===== src/rtl/reg_file_pkg.sv =====
// Shared types and helpers for the multi-port register file.
package reg_file_pkg;

  // Bulk-clear sequencer states.
  typedef enum logic [0:0] {
    RF_IDLE  = 1'b0,
    RF_CLEAR = 1'b1
  } rf_state_e;

  localparam int unsigned RF_DEF_WIDTH = 32;
  localparam int unsigned RF_DEF_DEPTH = 16;

  // A write lands only when the clear engine is idle, the address exists,
  // and it is not aimed at a hardwired-zero entry 0.
  function automatic logic rf_wr_accept(
    input logic        wr_en,
    input logic        idle,
    input int unsigned addr,
    input int unsigned depth,
    input logic        zero_reg
  );
    return wr_en && idle && (addr < depth) && !(zero_reg && (addr == 0));
  endfunction

endpackage


===== src/rtl/reg_file_mp_if.sv =====
// Bus between the CPU datapath (master) and the register file (slave).
interface reg_file_mp_if #(
  parameter int unsigned WIDTH = 32,
  parameter int unsigned DEPTH = 16
);
  localparam int unsigned ADDR_W = $clog2(DEPTH);

  logic [ADDR_W-1:0] rd_addr1;
  logic              rd_en1;
  logic [WIDTH-1:0]  rd_data1;
  logic [ADDR_W-1:0] rd_addr2;
  logic              rd_en2;
  logic [WIDTH-1:0]  rd_data2;
  logic              wr_en;
  logic [ADDR_W-1:0] wr_addr;
  logic [WIDTH-1:0]  wr_data;
  logic              clr_req;
  logic              clr_busy;
  logic              clr_done;

  modport master (
    output rd_addr1, rd_en1, rd_addr2, rd_en2,
    output wr_en, wr_addr, wr_data, clr_req,
    input  rd_data1, rd_data2, clr_busy, clr_done
  );

  modport slave (
    input  rd_addr1, rd_en1, rd_addr2, rd_en2,
    input  wr_en, wr_addr, wr_data, clr_req,
    output rd_data1, rd_data2, clr_busy, clr_done
  );

endinterface


===== src/rtl/reg_file_clear_seq.sv =====
// Bulk-clear sequencer: walks a pointer over every entry, one per cycle,
// and reports busy while walking and a one-cycle done afterwards.
module reg_file_clear_seq
  import reg_file_pkg::*;
#(
  parameter  int unsigned DEPTH  = RF_DEF_DEPTH,
  localparam int unsigned ADDR_W = $clog2(DEPTH)
) (
  input  logic              clk,
  input  logic              rst,
  input  logic              i_clr_req,
  output logic              o_idle,
  output logic              o_clr_busy,
  output logic              o_clr_done,
  output logic              o_clear_we,
  output logic [ADDR_W-1:0] o_clear_addr
);

  localparam logic [ADDR_W-1:0] LAST_PTR = ADDR_W'(DEPTH - 1);

  rf_state_e         r_state, w_state_nxt;
  logic [ADDR_W-1:0] r_ptr, w_ptr_nxt;
  logic              r_busy, w_busy_nxt;
  logic              r_done, w_done_nxt;

  // State, pointer and handshake flops; reset aborts any clear silently.
  // NOTE: sequential state uses <= so every flop samples pre-edge values;
  // blocking assignments here would create order-dependent simulation races.
  always_ff @(posedge clk or negedge rst) begin
    if (!rst) begin
      r_state <= RF_IDLE;
      r_ptr   <= '0;
      r_busy  <= 1'b0;
      r_done  <= 1'b0;
    end else begin
      r_state <= w_state_nxt;
      r_ptr   <= w_ptr_nxt;
      r_busy  <= w_busy_nxt;
      r_done  <= w_done_nxt;
    end
  end

  // Next-state logic: start on clr_req from IDLE, finish after the last entry.
  // NOTE: every output of this block is given a default first, so no path
  // leaves a variable unassigned and no latch is inferred.
  always_comb begin
    w_state_nxt = r_state;
    w_ptr_nxt   = r_ptr;
    w_busy_nxt  = r_busy;
    w_done_nxt  = 1'b0;
    unique case (r_state)
      RF_IDLE: begin
        if (i_clr_req) begin
          w_state_nxt = RF_CLEAR;
          w_ptr_nxt   = '0;
          w_busy_nxt  = 1'b1;
        end
      end
      RF_CLEAR: begin
        if (r_ptr == LAST_PTR) begin
          w_state_nxt = RF_IDLE;
          w_ptr_nxt   = '0;
          w_busy_nxt  = 1'b0;
          w_done_nxt  = 1'b1;
        end else begin
          w_ptr_nxt = r_ptr + 1'b1;
        end
      end
      default: begin
        w_state_nxt = RF_IDLE;
        w_busy_nxt  = 1'b0;
      end
    endcase
  end

  assign o_idle       = (r_state == RF_IDLE);
  assign o_clr_busy   = r_busy;
  assign o_clr_done   = r_done;
  assign o_clear_we   = (r_state == RF_CLEAR);
  assign o_clear_addr = r_ptr;

endmodule


===== src/rtl/reg_file_mp.sv =====
// Parametrised register file: two registered read ports, one write port,
// optional write-to-read bypass, optional hardwired zero entry, bulk clear.
module reg_file_mp
  import reg_file_pkg::*;
#(
  parameter int unsigned WIDTH    = RF_DEF_WIDTH,
  parameter int unsigned DEPTH    = RF_DEF_DEPTH,
  parameter bit          BYPASS   = 1'b1,
  parameter bit          ZERO_REG = 1'b0
) (
  input  logic         clk,
  input  logic         rst,
  reg_file_mp_if.slave bus
);

  localparam int unsigned ADDR_W = $clog2(DEPTH);

  logic [WIDTH-1:0]  r_mem [DEPTH];
  logic [WIDTH-1:0]  r_rd_data1;
  logic [WIDTH-1:0]  r_rd_data2;
  logic              w_idle;
  logic              w_wr_accept;
  logic              w_clear_we;
  logic [ADDR_W-1:0] w_clear_addr;
  logic [ADDR_W-1:0] w_rd_addr [2];
  logic [WIDTH-1:0]  w_rd_next [2];

  reg_file_clear_seq #(
    .DEPTH (DEPTH)
  ) u_clear_seq (
    .clk          (clk),
    .rst          (rst),
    .i_clr_req    (bus.clr_req),
    .o_idle       (w_idle),
    .o_clr_busy   (bus.clr_busy),
    .o_clr_done   (bus.clr_done),
    .o_clear_we   (w_clear_we),
    .o_clear_addr (w_clear_addr)
  );

  assign w_wr_accept = rf_wr_accept(bus.wr_en, w_idle, 32'(bus.wr_addr),
                                    DEPTH, ZERO_REG);

  assign w_rd_addr[0] = bus.rd_addr1;
  assign w_rd_addr[1] = bus.rd_addr2;

  // Read value per port: zero for missing/hardwired entries, else the
  // forwarded write data (bypass) or the stored entry. Clears never forward.
  always_comb begin
    for (int p = 0; p < 2; p++) begin
      w_rd_next[p] = '0;
      if ((32'(w_rd_addr[p]) < DEPTH) && !(ZERO_REG && (w_rd_addr[p] == '0))) begin
        if (BYPASS && w_wr_accept && (w_rd_addr[p] == bus.wr_addr)) begin
          w_rd_next[p] = bus.wr_data;
        end else begin
          w_rd_next[p] = r_mem[w_rd_addr[p]];
        end
      end
    end
  end

  // Storage array: accepted writes, else the clear engine's zeroing write.
  // The two never coincide because writes are only accepted while idle.
  // NOTE: the array is reset explicitly because the CPU relies on every
  // register reading zero after reset; this keeps it in flops, not a RAM.
  always_ff @(posedge clk or negedge rst) begin
    if (!rst) begin
      for (int i = 0; i < int'(DEPTH); i++) begin
        r_mem[i] <= '0;
      end
    end else if (w_wr_accept) begin
      r_mem[bus.wr_addr] <= bus.wr_data;
    end else if (w_clear_we) begin
      r_mem[w_clear_addr] <= '0;
    end
  end

  // Registered read data; each port holds its value while its enable is low.
  always_ff @(posedge clk or negedge rst) begin
    if (!rst) begin
      r_rd_data1 <= '0;
      r_rd_data2 <= '0;
    end else begin
      if (bus.rd_en1) r_rd_data1 <= w_rd_next[0];
      if (bus.rd_en2) r_rd_data2 <= w_rd_next[1];
    end
  end

  assign bus.rd_data1 = r_rd_data1;
  assign bus.rd_data2 = r_rd_data2;

endmodule


===== src/flat_wrapper.sv =====
// flat-port wrapper written by rule: the top's interface ports become plain ports
module reg_file_mp_flat import reg_file_pkg::*;
#(
  parameter int unsigned WIDTH    = RF_DEF_WIDTH,
  parameter int unsigned DEPTH    = RF_DEF_DEPTH,
  parameter bit          BYPASS   = 1'b1,
  parameter bit          ZERO_REG = 1'b0
)
  (clk, rst, bus_rd_addr1, bus_rd_en1, bus_rd_addr2, bus_rd_en2, bus_wr_en, bus_wr_addr, bus_wr_data, bus_clr_req, bus_rd_data1, bus_rd_data2, bus_clr_busy, bus_clr_done);
  reg_file_mp_if #(.WIDTH(WIDTH), .DEPTH(DEPTH)) bus_i ();
  input  logic clk;
  input  logic rst;
  input wire logic [$bits(bus_i.rd_addr1)-1:0] bus_rd_addr1;
  input wire logic [$bits(bus_i.rd_en1)-1:0] bus_rd_en1;
  input wire logic [$bits(bus_i.rd_addr2)-1:0] bus_rd_addr2;
  input wire logic [$bits(bus_i.rd_en2)-1:0] bus_rd_en2;
  input wire logic [$bits(bus_i.wr_en)-1:0] bus_wr_en;
  input wire logic [$bits(bus_i.wr_addr)-1:0] bus_wr_addr;
  input wire logic [$bits(bus_i.wr_data)-1:0] bus_wr_data;
  input wire logic [$bits(bus_i.clr_req)-1:0] bus_clr_req;
  output wire logic [$bits(bus_i.rd_data1)-1:0] bus_rd_data1;
  output wire logic [$bits(bus_i.rd_data2)-1:0] bus_rd_data2;
  output wire logic [$bits(bus_i.clr_busy)-1:0] bus_clr_busy;
  output wire logic [$bits(bus_i.clr_done)-1:0] bus_clr_done;
  assign bus_i.rd_addr1 = bus_rd_addr1;
  assign bus_i.rd_en1 = bus_rd_en1;
  assign bus_i.rd_addr2 = bus_rd_addr2;
  assign bus_i.rd_en2 = bus_rd_en2;
  assign bus_i.wr_en = bus_wr_en;
  assign bus_i.wr_addr = bus_wr_addr;
  assign bus_i.wr_data = bus_wr_data;
  assign bus_i.clr_req = bus_clr_req;
  assign bus_rd_data1 = bus_i.rd_data1;
  assign bus_rd_data2 = bus_i.rd_data2;
  assign bus_clr_busy = bus_i.clr_busy;
  assign bus_clr_done = bus_i.clr_done;
  reg_file_mp #(.WIDTH(WIDTH), .DEPTH(DEPTH), .BYPASS(BYPASS), .ZERO_REG(ZERO_REG)) u_core (.clk(clk), .rst(rst), .bus(bus_i));
endmodule

===== config.mk =====
export PLATFORM = sky130hd
export DESIGN_NAME = reg_file_mp_flat
export DESIGN_NICKNAME = d
export VERILOG_FILES = /design/src/rtl/reg_file_pkg.sv /design/src/rtl/reg_file_mp_if.sv /design/src/rtl/reg_file_clear_seq.sv /design/src/rtl/reg_file_mp.sv /design/src/flat_wrapper.sv
export SDC_FILE = /design/constraint.sdc
export NUM_CORES = 1
export LEC_CHECK = 0
export ABC_AREA = 1
export CELL_PAD_IN_SITES_DETAIL_PLACEMENT = 1
export CELL_PAD_IN_SITES_GLOBAL_PLACEMENT = 1
export CORE_ASPECT_RATIO = 2
export CORE_MARGIN = 8
export CORE_UTILIZATION = 46
export DETAILED_ROUTE_END_ITERATION = 8
export PLACE_DENSITY = 0.78
export SYNTH_ARGS = -nofsm -noshare
export SYNTH_HDL_FRONTEND = slang
export SYNTH_SLANG_ARGS = --single-unit

===== constraint.sdc =====
create_clock -name clk -period 2 [get_ports clk]
set_input_delay 0.2 -clock clk [delete_from_list [all_inputs] [get_ports clk]]
set_output_delay 0.2 -clock clk [all_outputs]
set_load 0.1 [all_outputs]

==> out/summary.txt <==
STATUS
-------------------------------------------------------------------------------------
Status                                                                   complete, no violations

LOGIC SYNTHESIS
-------------------------------------------------------------------------------------
Post-synth design cell area                                                 32100 µm²
Top area cells in the synthesized netlist                                sky130_fd_sc_hd__dfrtp_1 (46%), sky130_fd_sc_hd__nand3_1 (15%), sky130_fd_sc_hd__nand2_1 (15%)
Number of distinct library cells after synthesis                                   24
Synth Area per Inst                                                          7.20 µm²
Synth warnings                                                                      0
Seq/Total Area, Yosys                                                           0.455
Leading area contributor after synthesis                                 sky130_fd_sc_hd__dfrtp_1
Post-synthesis net count                                                         4505
#FFs+latches synth                                                                583
Area fraction of the dominant cell type after synthesis                         0.455
Number of instances in the synthesized netlist                                   4450

PLACEMENT
-------------------------------------------------------------------------------------
Buffers on Ports                                                                  115
Detailed placement HPWL                                                      87300 µm
GPL Wtd Cong                                                                    0.873
Post-place instance area                                                    35500 µm²

CRITICAL PATH
-------------------------------------------------------------------------------------
Largest stage delay, worst path                                               0.46 ns
Worst reg-to-reg setup slack                                                   0.1 ns
Number of cells traversed by the worst register-to-register path                    6
Worst setup SP type                                                              flop
Start of the worst register-to-register path                             u_core.u_clear_seq.o_clear_addr[0]$_DFFE_PN0P_
Timing endpoint of the critical path                                     u_core.r_mem[187]$_DFFE_PN0P_
Buf/Inv on CP                                                                       2
Crit path kind                                                                reg2reg
Arrival @ worst endpoint                                                      2.40 ns
Largest fanout on the critical path                                                10
Largest delay contributor family on the critical path                      flip-flops
Critical R2R Capture                                                     u_core.r_mem[187]$_DFFE_PN0P_
Series of cell instances along the critical path                         inv_1 > ha_1 > nand3_1 > a22oi_2 > buf_4 > o22ai_1
Required time reported for the critical path endpoint                         2.50 ns
Worst-path cell with the longest stage delay                             sky130_fd_sc_hd__dfrtp_1
Critical path launch point                                               u_core.u_clear_seq.o_clear_addr[0]$_DFFE_PN0P_
Total number of cells along the worst setup path                                    6
CP Capture Type                                                                  flop

STA
-------------------------------------------------------------------------------------
Worst slew margin relative to its limit                                         0.493
Peak Freq                                                                     526 MHz
Post-Route Skew                                                             0.0151 ns
Sum of negative setup slack                                                      0 ns
Slew @ Worst Pin                                                             0.761 ns
Setup repair after global routing missed its margin                                no
Final count of negative-setup-slack endpoints                                       0
Number of hold-slack violations in the final timing report                          0
Fin crit period                                                               1.90 ns
Final period utilization                                                        0.951
Max Slew Vio Count                                                                  0

CTS
-------------------------------------------------------------------------------------
Post_cts resized                                                                    0
Inserted Clock Buffers                                                             57
CTS Root Buffer Type                                                     sky130_fd_sc_hd__clkbuf_16
Number of H-tree levels                                                             2
Clk pin slew, worst setup/hold paths                                          0.07 ns
Sinks on Clock Net                                                                583
Clock latency on the worst-skew pair                                          0.65 ns
Clock Path Buffers                                                                  3
TritonCTS clock tree                                                              yes

PWR
-------------------------------------------------------------------------------------
Total power after layout                                                     0.0399 W
Power per Cell Area                                                       1070 nW/µm²
Leakage                                                                       19.5 nW
Worst IR drop on VDD                                                       0.000813 V

FLOORPLAN
-------------------------------------------------------------------------------------
Number of primary I/O pins                                                        116
Row Count                                                                         137
Die extent in x                                                                203 µm
Die outline area                                                            78900 µm²
Initial Utilization                                                             0.462
Placeable core region                                                       69400 µm²
Die height                                                                     389 µm

DETAILED ROUTING
-------------------------------------------------------------------------------------
First-pass detailed-route iteration total                                           5
Vias per inst                                                                    6.39
Detailed router's first-iteration violation count                                3917
Total via count after detailed routing                                          34600
Total wire length after detailed routing                                    148000 µm
Drt drc                                                                             0
Average wire per cell in the routed design                                    27.4 µm
Number of nets with antenna violations after routing                                0

CELLS AND AREA
-------------------------------------------------------------------------------------
Commonest cells after routing, fill and taps aside                       sky130_fd_sc_hd__nand2_1 (1237), sky130_fd_sc_hd__nand3_1 (975), sky130_fd_sc_hd__inv_1 (617), sky130_fd_sc_hd__dfrtp_1 (583), sky130_fd_sc_hd__o22ai_1 (514)
Finished layout cell area                                                   37500 µm²
Final layout net count                                                           4520
Most frequent standard cell in the layout excluding fill and tap cells   sky130_fd_sc_hd__nand2_1
Relative area change from synthesis to final layout                             16.9%
Layout cell share with drive strength beyond 1                                 0.0933

GLOBAL ROUTING
-------------------------------------------------------------------------------------
Number of antenna violations at the first check in global routing                   4
Total routing usage reported by global routing                                  0.368
Vias in the first global route                                                  36000
Overflow left after global routing                                                  0
First-pass GRT wire length                                                  223000 µm
Largest net degree at the start of global routing                                  82

MIN PATH
-------------------------------------------------------------------------------------
Worst Hold Class                                                             in2async

FLOW RUN
-------------------------------------------------------------------------------------
Total of max-cap violations                                                         0

worst reg2reg max path, stage by stage (launching register included):
cell	delay, ns
sky130_fd_sc_hd__dfrtp_1	0.46
sky130_fd_sc_hd__inv_1	0.12
sky130_fd_sc_hd__ha_1	0.28
sky130_fd_sc_hd__nand3_1	0.15
sky130_fd_sc_hd__a22oi_2	0.31
sky130_fd_sc_hd__buf_4	0.32
sky130_fd_sc_hd__o22ai_1	0.12
sequential cells by signal, indices dropped and copies added, names as in the netlist:
signal and count:
u_core.u_clear_seq.o_clear_we 1, u_core.r_mem 512, u_core.u_clear_seq.o_clr_busy 1, u_core.u_clear_seq.o_clear_addr 4, u_core.u_clear_seq.o_clr_done 1, u_core.bus.rd_data2 32, u_core.bus.rd_data1 32
routing by layer:
| layer | vias up | share of wire | track usage |
|---|---|---|---|
| li1 | 14600 | - | - |
| met1 | 17300 | 0.39 | 0.477 |
| met2 | 2105 | 0.45 | 0.562 |
| met3 | 566 | 0.10 | 0.0810 |
| met4 | 0 | 0.064 | 0.211 |
| met5 | - | 0 | 0 |
final cells by class:
cell class                 count  area [µm²]
fill                        8690       31900
sequential                   583       14600
multi-input combinational   2863       13700
timing repair buffer         325        3760
inverter                     635        2410
clock buffer                  79        1610
tap                          903        1130
clock inverter                26         323
antenna                        3        7.51
kinds of logic (layout without fill, tap and decap cells):
| group | count (synthesis) | count (layout) | synth area share |
|---|---|---|---|
| buf+inv | 1004 | 1065 | 0.122 |
| flops | 583 | 583 | 0.455 |
| simple gates | 2249 | 2249 | 0.303 |
| other cells | 0 | 3 | 0 |
| xor+xnor | 4 | 4 | 0.00109 |
| compound gates | 605 | 605 | 0.117 |
| fa+ha+maj | 5 | 5 | 0.00195 |
cell usage after synthesis:
master / count
sky130_fd_sc_hd__a21oi_1: 5
sky130_fd_sc_hd__a21oi_2: 5
sky130_fd_sc_hd__a22oi_2: 10
sky130_fd_sc_hd__buf_1: 43
sky130_fd_sc_hd__buf_2: 103
sky130_fd_sc_hd__buf_4: 2
sky130_fd_sc_hd__clkbuf_1: 221
sky130_fd_sc_hd__dfrtp_1: 583
sky130_fd_sc_hd__ha_1: 5
sky130_fd_sc_hd__inv_1: 629
sky130_fd_sc_hd__inv_2: 6
sky130_fd_sc_hd__nand2_1: 1243
sky130_fd_sc_hd__nand2_2: 1
sky130_fd_sc_hd__nand3_1: 975
sky130_fd_sc_hd__nand4_1: 6
sky130_fd_sc_hd__nand4_2: 2
sky130_fd_sc_hd__nor2_1: 17
sky130_fd_sc_hd__nor2_2: 2
sky130_fd_sc_hd__nor3_1: 3
sky130_fd_sc_hd__o21ai_0: 69
sky130_fd_sc_hd__o21ai_1: 2
sky130_fd_sc_hd__o22ai_1: 514
sky130_fd_sc_hd__xnor2_1: 1
sky130_fd_sc_hd__xor2_1: 3
worst min-delay path by stage:
stage | cells past startpoint | to
3_5_place_dp | 1 | u_core.r_mem[324]$_DFFE_PN0P_
4_1_cts | 2 | u_core.r_mem[103]$_DFFE_PN0P_
5_1_grt | 2 | u_core.r_mem[329]$_DFFE_PN0P_
6_report | 2 | u_core.r_mem[324]$_DFFE_PN0P_
3_3_place_gp | 1 | u_core.r_mem[103]$_DFFE_PN0P_
2_1_floorplan | 0 | u_core.bus.rd_data1[0]$_DFFE_PN0P_
through the flow:
step	std cells	worst slack, ns	hold slack [ns]	utilization
after floorplan	4450	0.385	-0.0956	-
after global placement	5308	-0.0853	0.181	0.512
after detailed placement	5308	-0.173	0.178	0.512
after CTS	5414	0.150	0.0944	0.540
after global routing	5414	0.0277	0.124	0.540
final	5417	0.0986	0.104	0.540
report_power, final:
| group | switching, W | internal [W] |
|---|---|---|
| Sequential | 0.000743 | 0.0137 |
| Combinational | 0.00987 | 0.00406 |
| Clock | 0.00516 | 0.00642 |
what timing repair did:
action,CTS,global route
endpoints found under the hold margin,376,0
hold buffers,1,0
buffers inserted,0,0
Power figures use the tool's default switching activity.
